[config.mk]
export PLATFORM = sky130hd
export DESIGN_NAME = idu_is_aiq_sched_flat
export DESIGN_NICKNAME = d
export VERILOG_FILES = /design/src/rtl/idu_is_aiq_sched_if.sv /design/src/rtl/idu_is_aiq_sched.sv /design/src/flat_wrapper.sv
export SDC_FILE = /design/constraint.sdc
export NUM_CORES = 1
export LEC_CHECK = 0
export ABC_CLOCK_PERIOD_IN_PS = 2510
export CORE_AREA = 2 2 91 75
export CTS_BUF_LIST = sky130_fd_sc_hd__clkbuf_16
export DETAILED_ROUTE_END_ITERATION = 6
export DIE_AREA = 0 0 93 77
export DONT_BUFFER_PORTS = 1
export PLACE_DENSITY = 0.75
export SYNTH_ARGS = -nofsm -noshare
export SYNTH_HDL_FRONTEND = slang
export SYNTH_SLANG_ARGS = --single-unit
[constraint.sdc]
create_clock -name clk -period 2.51 [get_ports clk]
set_input_delay 0.502 -clock clk [delete_from_list [all_inputs] [get_ports clk]]
set_output_delay 0.502 -clock clk [all_outputs]
set_load 0.03 [all_outputs]
[src/rtl/idu_is_aiq_sched_if.sv]
// ALU issue queue scheduler bundle: dispatch handshake, entry status and
// per-entry create/issue strobes.
interface idu_is_aiq_sched_if #(
  parameter int unsigned DEPTH = 8,
  parameter int unsigned IDX_W = $clog2(DEPTH),
  parameter int unsigned CNT_W = $clog2(DEPTH + 1)
);
  logic             dis_vld;
  logic             aiq_full;
  logic             aiq_empty;
  logic [CNT_W-1:0] aiq_entry_cnt;
  logic [DEPTH-1:0] aiq_create_vld;
  logic [IDX_W-1:0] aiq_create_idx;
  logic [DEPTH-1:0] entry_vld;
  logic [DEPTH-1:0] entry_ready;
  logic             alu_issue_ready;
  logic [DEPTH-1:0] aiq_issue_vld;
  logic             is_issue_vld;
  logic [IDX_W-1:0] is_issue_idx;

  // Dispatch / entry array / ALU pipe side
  modport master (
    output dis_vld, entry_vld, entry_ready, alu_issue_ready,
    input  aiq_full, aiq_empty, aiq_entry_cnt, aiq_create_vld, aiq_create_idx,
           aiq_issue_vld, is_issue_vld, is_issue_idx
  );

  // Scheduler side
  modport slave (
    input  dis_vld, entry_vld, entry_ready, alu_issue_ready,
    output aiq_full, aiq_empty, aiq_entry_cnt, aiq_create_vld, aiq_create_idx,
           aiq_issue_vld, is_issue_vld, is_issue_idx
  );
endinterface

[src/rtl/idu_is_aiq_sched.sv]
// ALU issue queue allocation/selection controller: lowest-free-entry
// allocation, age-matrix oldest-ready selection, occupancy counter.
module idu_is_aiq_sched #(
  parameter int unsigned DEPTH = 8,
  parameter int unsigned IDX_W = $clog2(DEPTH),
  parameter int unsigned CNT_W = $clog2(DEPTH + 1)
) (
  input  logic                  clk,
  input  logic                  rst_clk,
  input  logic                  rtu_global_flush,
  idu_is_aiq_sched_if.slave     aiq
);

  // age[i][j] = 1 : entry i is older than entry j
  logic [DEPTH-1:0] age [DEPTH];
  logic [CNT_W-1:0] cnt;

  logic             full;
  logic             free_found;
  logic [DEPTH-1:0] free_oh;
  logic [IDX_W-1:0] free_idx;
  logic             create_en;
  logic [DEPTH-1:0] cand;
  logic [DEPTH-1:0] win;
  logic [DEPTH-1:0] older;
  logic [IDX_W-1:0] win_idx;
  logic             issue_en;
  logic [DEPTH-1:0] issue_oh;

  assign full = (cnt == CNT_W'(DEPTH));

  // Pick the lowest-index free entry for the incoming instruction
  always_comb begin
    free_found = 1'b0;
    free_oh    = '0;
    free_idx   = '0;
    for (int unsigned i = 0; i < DEPTH; i++) begin
      if (!aiq.entry_vld[i] && !free_found) begin
        free_found = 1'b1;
        free_oh[i] = 1'b1;
        free_idx   = IDX_W'(i);
      end
    end
    create_en = aiq.dis_vld & ~full & ~rtu_global_flush & free_found;
  end

  // Oldest-ready selection: a candidate wins when no other candidate is older
  always_comb begin
    cand    = aiq.entry_ready & aiq.entry_vld;
    win     = '0;
    win_idx = '0;
    older   = '0;
    for (int unsigned i = 0; i < DEPTH; i++) begin
      older = '0;
      for (int unsigned j = 0; j < DEPTH; j++) begin
        if (j != i) older[j] = age[j][i];
      end
      win[i] = cand[i] & ~|(cand & older);
    end
    for (int unsigned i = 0; i < DEPTH; i++) begin
      if (win[i]) win_idx = win_idx | IDX_W'(i);
    end
    issue_en = aiq.alu_issue_ready & ~rtu_global_flush;
    issue_oh = win & {DEPTH{issue_en}};
  end

  // Age matrix: a newly created entry is younger than every currently valid one
  always_ff @(posedge clk or negedge rst_clk) begin
    if (!rst_clk) begin
      for (int unsigned i = 0; i < DEPTH; i++) age[i] <= '0;
    end else if (rtu_global_flush) begin
      for (int unsigned i = 0; i < DEPTH; i++) age[i] <= '0;
    end else if (create_en) begin
      for (int unsigned j = 0; j < DEPTH; j++) begin
        if (free_oh[j]) age[j] <= '0;
        else            age[j][free_idx] <= aiq.entry_vld[j];
      end
    end
  end

  // Occupancy counter: create and issue in one cycle cancel out
  always_ff @(posedge clk or negedge rst_clk) begin
    if (!rst_clk)              cnt <= '0;
    else if (rtu_global_flush) cnt <= '0;
    else                       cnt <= cnt + CNT_W'(create_en) - CNT_W'(|issue_oh);
  end

  assign aiq.aiq_full       = full;
  assign aiq.aiq_empty      = (cnt == '0);
  assign aiq.aiq_entry_cnt  = cnt;
  assign aiq.aiq_create_vld = free_oh & {DEPTH{create_en}};
  assign aiq.aiq_create_idx = free_idx;
  assign aiq.aiq_issue_vld  = issue_oh;
  assign aiq.is_issue_vld   = |issue_oh;
  assign aiq.is_issue_idx   = win_idx;

  a_create_onehot: assert property (@(posedge clk) disable iff (!rst_clk)
    $onehot0(aiq.aiq_create_vld));
  a_issue_onehot: assert property (@(posedge clk) disable iff (!rst_clk)
    $onehot0(aiq.aiq_issue_vld));
  a_cnt_match: assert property (@(posedge clk) disable iff (!rst_clk)
    int'(cnt) == $countones(aiq.entry_vld));
  a_issue_ready: assert property (@(posedge clk) disable iff (!rst_clk)
    (aiq.aiq_issue_vld & ~aiq.entry_ready) == '0);
  a_create_free: assert property (@(posedge clk) disable iff (!rst_clk)
    (aiq.aiq_create_vld & aiq.entry_vld) == '0);

endmodule

[src/flat_wrapper.sv]
// flat-port wrapper written by rule: the top's interface ports become plain ports
module idu_is_aiq_sched_flat 
#(
  parameter int unsigned DEPTH = 8,
  parameter int unsigned IDX_W = $clog2(DEPTH),
  parameter int unsigned CNT_W = $clog2(DEPTH + 1)
)
  (clk, rst_clk, rtu_global_flush, aiq_dis_vld, aiq_entry_vld, aiq_entry_ready, aiq_alu_issue_ready, aiq_aiq_full, aiq_aiq_empty, aiq_aiq_entry_cnt, aiq_aiq_create_vld, aiq_aiq_create_idx, aiq_aiq_issue_vld, aiq_is_issue_vld, aiq_is_issue_idx);
  idu_is_aiq_sched_if #(.DEPTH(DEPTH), .IDX_W(IDX_W), .CNT_W(CNT_W)) aiq_i ();
  input  logic clk;
  input  logic rst_clk;
  input  logic rtu_global_flush;
  input wire logic [$bits(aiq_i.dis_vld)-1:0] aiq_dis_vld;
  input wire logic [$bits(aiq_i.entry_vld)-1:0] aiq_entry_vld;
  input wire logic [$bits(aiq_i.entry_ready)-1:0] aiq_entry_ready;
  input wire logic [$bits(aiq_i.alu_issue_ready)-1:0] aiq_alu_issue_ready;
  output wire logic [$bits(aiq_i.aiq_full)-1:0] aiq_aiq_full;
  output wire logic [$bits(aiq_i.aiq_empty)-1:0] aiq_aiq_empty;
  output wire logic [$bits(aiq_i.aiq_entry_cnt)-1:0] aiq_aiq_entry_cnt;
  output wire logic [$bits(aiq_i.aiq_create_vld)-1:0] aiq_aiq_create_vld;
  output wire logic [$bits(aiq_i.aiq_create_idx)-1:0] aiq_aiq_create_idx;
  output wire logic [$bits(aiq_i.aiq_issue_vld)-1:0] aiq_aiq_issue_vld;
  output wire logic [$bits(aiq_i.is_issue_vld)-1:0] aiq_is_issue_vld;
  output wire logic [$bits(aiq_i.is_issue_idx)-1:0] aiq_is_issue_idx;
  assign aiq_i.dis_vld = aiq_dis_vld;
  assign aiq_i.entry_vld = aiq_entry_vld;
  assign aiq_i.entry_ready = aiq_entry_ready;
  assign aiq_i.alu_issue_ready = aiq_alu_issue_ready;
  assign aiq_aiq_full = aiq_i.aiq_full;
  assign aiq_aiq_empty = aiq_i.aiq_empty;
  assign aiq_aiq_entry_cnt = aiq_i.aiq_entry_cnt;
  assign aiq_aiq_create_vld = aiq_i.aiq_create_vld;
  assign aiq_aiq_create_idx = aiq_i.aiq_create_idx;
  assign aiq_aiq_issue_vld = aiq_i.aiq_issue_vld;
  assign aiq_is_issue_vld = aiq_i.is_issue_vld;
  assign aiq_is_issue_idx = aiq_i.is_issue_idx;
  idu_is_aiq_sched #(.DEPTH(DEPTH), .IDX_W(IDX_W), .CNT_W(CNT_W)) u_core (.clk(clk), .rst_clk(rst_clk), .rtu_global_flush(rtu_global_flush), .aiq(aiq_i));
endmodule
Yosys cells after proc, flatten, opt, wreduce, memory -nomap -nowiden. Index checks and enable logic that the tools add are counted.

Reductions and logical operators: 40. $add $sub $neg: 2. Equal/unequal tests: 1. Multiply operators: 0. Shift operators: 0. Mux-type cells: 50. Order comparisons: 2. Divide/modulo/power cells: 0. Bitwise gates (word level): 25.

Operators by type and width (count): 64-bit two-way mux (2); 8-bit AND (10); 8-bit OR reduction (9); 8-bit bitwise mux (8); 8-bit two-way mux (8); 3-bit two-way mux (10); 1-bit zero test (21); 1-bit two-way mux (18); 1-bit AND (12); 8-bit by 7-bit AND with 8-bit output (1); 1-bit logical AND (8); 4-bit by 1-bit adder with 4-bit output (1); 4-bit equality test (second input constant) (1); 4-bit zero test (1); 3-bit by 4-bit less-than comparator with 1-bit output (second input constant) (1); 2-bit two-way mux (2); 4-bit two-way mux (1); 4-bit by 1-bit subtractor with 4-bit output (1); 1-bit demux with 3-bit select (1); 3-bit by 1-bit greater-or-equal comparator with 1-bit output (second input constant) (1); 1-bit NOT (2); 2-bit nonzero test (1).

Bits in read-only memories: 0. Bits in registers: 68. RAM bits: 0. Memories: 0. Output and inout bits: 29. Bits of input ports: 21. Latch bits: 0.

Depth between registers and ports, before layout.
Depth in word-level cells: 29. Mapped depth: 14.

Worst setup path after synthesis. Ideal clock, no wire load.

Path kind: input-to-reg. Start point: in rtu_global_flush. End point: reg u_core.cnt[1] (netlist: u_core.aiq.aiq_entry_cnt[1]). Data arrival time: 3.746 ns. Stages on the path: 12. Library setup time: 0.132 ns. Path slack: -1.368 ns. Cell sequence: buf_2 > nand2b_1 > buf_2 > a211o_1 > nor3_1 > nor2_1 > a41oi_1 > ha_1 > inv_1 > ha_1 > fa_1 > nor2b_1.

Longest elaborated chain between the ends: 6. Elaborated cells on any way between the ends: 9. Classes of those cells: add/sub: 2; mux: 1; bitwise: 5; reduce/logical: 1.

RTL lines: from (decl) (RTL line flat_wrapper.sv:12) `input logic rtu_global_flush;`; 1-bit NOT (RTL line idu_is_aiq_sched.sv:63) `issue_en = aiq.alu_issue_ready & ~rtu_global_flush;`; 1-bit AND (RTL line idu_is_aiq_sched.sv:63); 8-bit AND (RTL line idu_is_aiq_sched.sv:64) `issue_oh = win & {DEPTH{issue_en}};`; named net aiq_aiq_issue_vld[0] (RTL line flat_wrapper.sv:22) `output wire logic [$bits(aiq_i.aiq_issue_vld)-1:0] aiq_aiq_issue_vld;`; 8-bit OR reduction; named net aiq_is_issue_vld (RTL line flat_wrapper.sv:23) `output wire logic [$bits(aiq_i.is_issue_vld)-1:0] aiq_is_issue_vld;`; 4-bit by 1-bit subtractor with 4-bit output (RTL line idu_is_aiq_sched.sv:85) `else cnt <= cnt + CNT_W'(create_en) - CNT_W'(|issue_oh);`; 4-bit two-way mux (RTL line idu_is_aiq_sched.sv:84) `else if (rtu_global_flush) cnt <= '0;`; to (signal assigned) (RTL line idu_is_aiq_sched.sv:85); to (decl) (RTL line idu_is_aiq_sched.sv:16) `logic [CNT_W-1:0] cnt;`.

The timed path passes the listed nets, and every way through them passes these cells. A chain may end at the register's enable or synchronous reset.

Final worst setup path.
Start point: reg u_core.age[5] (netlist name). End point: reg u_core.cnt[1] (netlist: u_core.aiq.aiq_entry_cnt[1]).

Longest elaborated chain between the ends: 8.

RTL lines: from (decl) (RTL line idu_is_aiq_sched.sv:15) `logic [DEPTH-1:0] age [DEPTH];`; from (signal, indexed assignment) (RTL line idu_is_aiq_sched.sv:76) `else age[j][free_idx] <= aiq.entry_vld[j];`; 8-bit AND (RTL line idu_is_aiq_sched.sv:58) `win[i] = cand[i] & ~|(cand & older);`; 8-bit OR reduction (RTL line idu_is_aiq_sched.sv:58); 1-bit zero test (RTL line idu_is_aiq_sched.sv:58); 1-bit AND (RTL line idu_is_aiq_sched.sv:58); 8-bit AND (RTL line idu_is_aiq_sched.sv:64); 8-bit OR reduction (RTL line idu_is_aiq_sched.sv:85); 4-bit by 1-bit subtractor with 4-bit output (RTL line idu_is_aiq_sched.sv:85); 4-bit two-way mux (RTL line idu_is_aiq_sched.sv:84).

Every way passes these cells.

==> results.md <==
* Status: finished with violations
* Failing checks: setup timing
* Post-synth top area cell: dfrtp_1
* Sequential fraction of the synthesis area at 0.450
* Startpoint types: flop
* Initial antenna violation count at 0
* Max-slew headroom at 0.456
* Core Util, Final at 0.681
* Worst-path clk slew at 0.05 ns
* Sink Count at 60
* GP Congestion at 1.00
* WP data required at 2.74 ns
* Number of synthesized flops with an enable pin at 0
* Clk root buf: clkbuf_16
* Worst EP arrival at 2.88 ns
* WL per Instance at 23.8 µm
* Peak VDD IR at 435 µV
* DRC at 0
* Final nets at 438
* Fmax at 377 MHz
* Post-route antenna net violation count at 0
* H-tree depth at 3
* Number of global-route vias before repair at 3296
* Crit. End Element: flop
* Average size of a mapped cell at 8.87 µm²
* RSZ-0062 raised after global routing: true
* Core area at 6250 µm²
* Num rows at 26
* Global route overflow at 0
* Pre-CTS WS at -0.365 ns
* CTS tree: built
* Flop2flop setup slack at -0.14 ns
* Maximum clock path buffer count at 2
* Initial Utilization at 0.534
* Shortest period the worst path allows at 2.65 ns
* First-pass DRT Iterations at 7
* Cell variety after synth at 54
* Max_cap viols at 0
* Measured slew at the worst slew-check pin at 0.807 ns
* Die area at 7160 µm²
* First-pass GRT wire length at 18500 µm
* Layout cells sized above 1 at 0.258
* Yosys top cell area share at 0.450
* Final Skew at 0.00681 ns
* Final Slew Violations at 0
* Ys async rst share at 1.00
* Vias/cell at 6.76
* Vias at 3374
* Final Hold Viols at 0
* IO Port Bufs at 0
* Worst skew pair latency at 0.34 ns
* LEAKAGE at 1.82 nW
* Setup violators final at 5
* Mapped Area at 3340 µm²
* Antenna diodes at 0
* Synth warn at 0
* Tot Pwr at 0.00287 W
* DRT iter0 DRCs at 391
* Area contributors post-synth: dfrtp_1, nand3_1, o21ai_0, nor2_1, nand2_1
* Setup ws final at -0.144 ns
* Synth Register Bits at 60
* Worst-path fanout max at 2
* Total CTS buffers at 9
* IO Count at 50
* PwrDens at 676 nW/µm²
* WS Path Type: flop to flop
* Gate Count Post-Synth at 376
* Die Ht at 77 µm
* Largest net degree at the start of global routing at 61
* Routed WL at 11900 µm
* Post-DP HPWL at 8270 µm
* Area grow syn2layout at 27.5%
* Synthesized Nets at 404
* Tcrit/Tclk final at 1.06
* HP Class: input port to async pin
* Prevailing post-synth register cell: dfrtp_1
* GR Util All Layers at 0.343
* Die Wd at 93 µm
==> per-layer routing <==
layer  routed length (µm)  part of all wire  global-route usage
met1                 4580              0.39               0.461
met2                 5310              0.45               0.503
met3                 1540              0.13               0.117
met5                    0                 0              0.0303
met4                  430             0.036               0.147
==> what timing repair did <==
| item | CTS | global route |
|---|---|---|
| gates resized for setup | 25 | 23 |
| endpoints found under the setup margin | 16 | 12 |
| hold buffers | 1 | 0 |
| buffers inserted | 1 | 11 |
| pin swaps | 11 | 12 |
| hold endpoints to repair | 60 | 0 |
==> power by group <==
| part | total [W] | switching [W] | internal [W] |
|---|---|---|---|
| sequential | 0.00104 | 0.0000318 | 0.00101 |
| clock | 0.00109 | 0.000437 | 0.000650 |
| combinational | 0.000743 | 0.000438 | 0.000305 |
| total | 0.00287 | 0.000907 | 0.00197 |
==> cells in the final DEF (no fill, tap or decap), drive strengths merged, types with 6 or more instances in the layout <==
master	count
nand3	38
nor3	10
a21oi	18
o21a	7
nand4	9
o21ai	29
inv	19
clkbuf	9
dfrtp	60
ha	6
buf	51
o32ai	8
clkinv	7
a21o	6
a32oi	10
nor2	38
nor2b	8
nand2	28
==> cells in the mapped netlist (8+ instances only) <==
library cell	count
dfrtp_1	60
nand3_1	38
nor2_1	34
nand2_1	28
o21ai_0	28
inv_1	21
a21oi_1	18
buf_2	14
a32oi_1	10
nor3_1	9
clkbuf_1	8
nand4_1	8
nor2b_1	8
o32ai_1	8
==> state kept, by name, indices dropped and copies added, names as in the netlist <==
signal and flops:
u_core.age 56, u_core.aiq.aiq_entry_cnt 4
==> area by class of cell <==
cell class                 count  area, µm²
sequential                    60       1500
clock buffer                   9        225
multi-input combinational    265       1860
tap                           84        105
inverter                      23        100
fill                         507       1990
clock inverter                 7       33.8
timing repair buffer          51        429
==> worst paths after layout <==
check / start / endpoint / cells past startpoint
min in group clk: rtu_global_flush / u_core.age[31] / 1
setup reg to reg: u_core.age[5] / u_core.aiq.aiq_entry_cnt[1] / 10
max in group asynchronous: rst_clk / u_core.age[1] / 1
setup / recovery: u_core.age[5] / u_core.aiq.aiq_entry_cnt[1] / 10
hold / removal: rst_clk / u_core.age[53] / 1
hold reg to reg: u_core.age[52] / u_core.age[52] / 1
==> worst max-delay path, cell delays in order, from the launching register on <==
cell       delay [ns]
dfrtp_1          0.44
nand3_1          0.09
nand4_1          0.19
a2111oi_4        0.46
nor4_4           0.10
a41oi_4          0.23
ha_4             0.25
inv_2            0.07
ha_4             0.14
fa_2             0.43
nor2b_4          0.13
==> logic make-up (layout without fill, tap and decap cells) <==
| kind of cell | after synthesis | after routing | synth area share |
|---|---|---|---|
| AND/OR/NAND/NOR | 153 | 153 | 0.236 |
| XOR/XNOR | 2 | 2 | 0.00525 |
| AO/OA/AOI/OAI | 103 | 103 | 0.215 |
| flip-flops | 60 | 60 | 0.450 |
| adder cells (fa/ha/maj) | 7 | 7 | 0.0285 |
| buffers and inverters | 51 | 90 | 0.0645 |
==> metrics by stage <==
| stage | area (µm²) | setup TNS, ns | hold slack [ns] | instances |
|---|---|---|---|---|
| final | 4250 | -0.367 | 0.0204 | 499 |
| after global routing | 4250 | -0.854 | 0.0575 | 499 |
| after CTS | 4070 | -0.0832 | 0.0504 | 488 |
| after detailed placement | 3660 | -1.00 | 0.208 | 471 |
| after global placement | 3660 | -0.813 | 0.208 | 471 |
| after floorplan | 3410 | -1.65 | 0.206 | 376 |
Note: power is estimated with default switching activity, not from simulation.
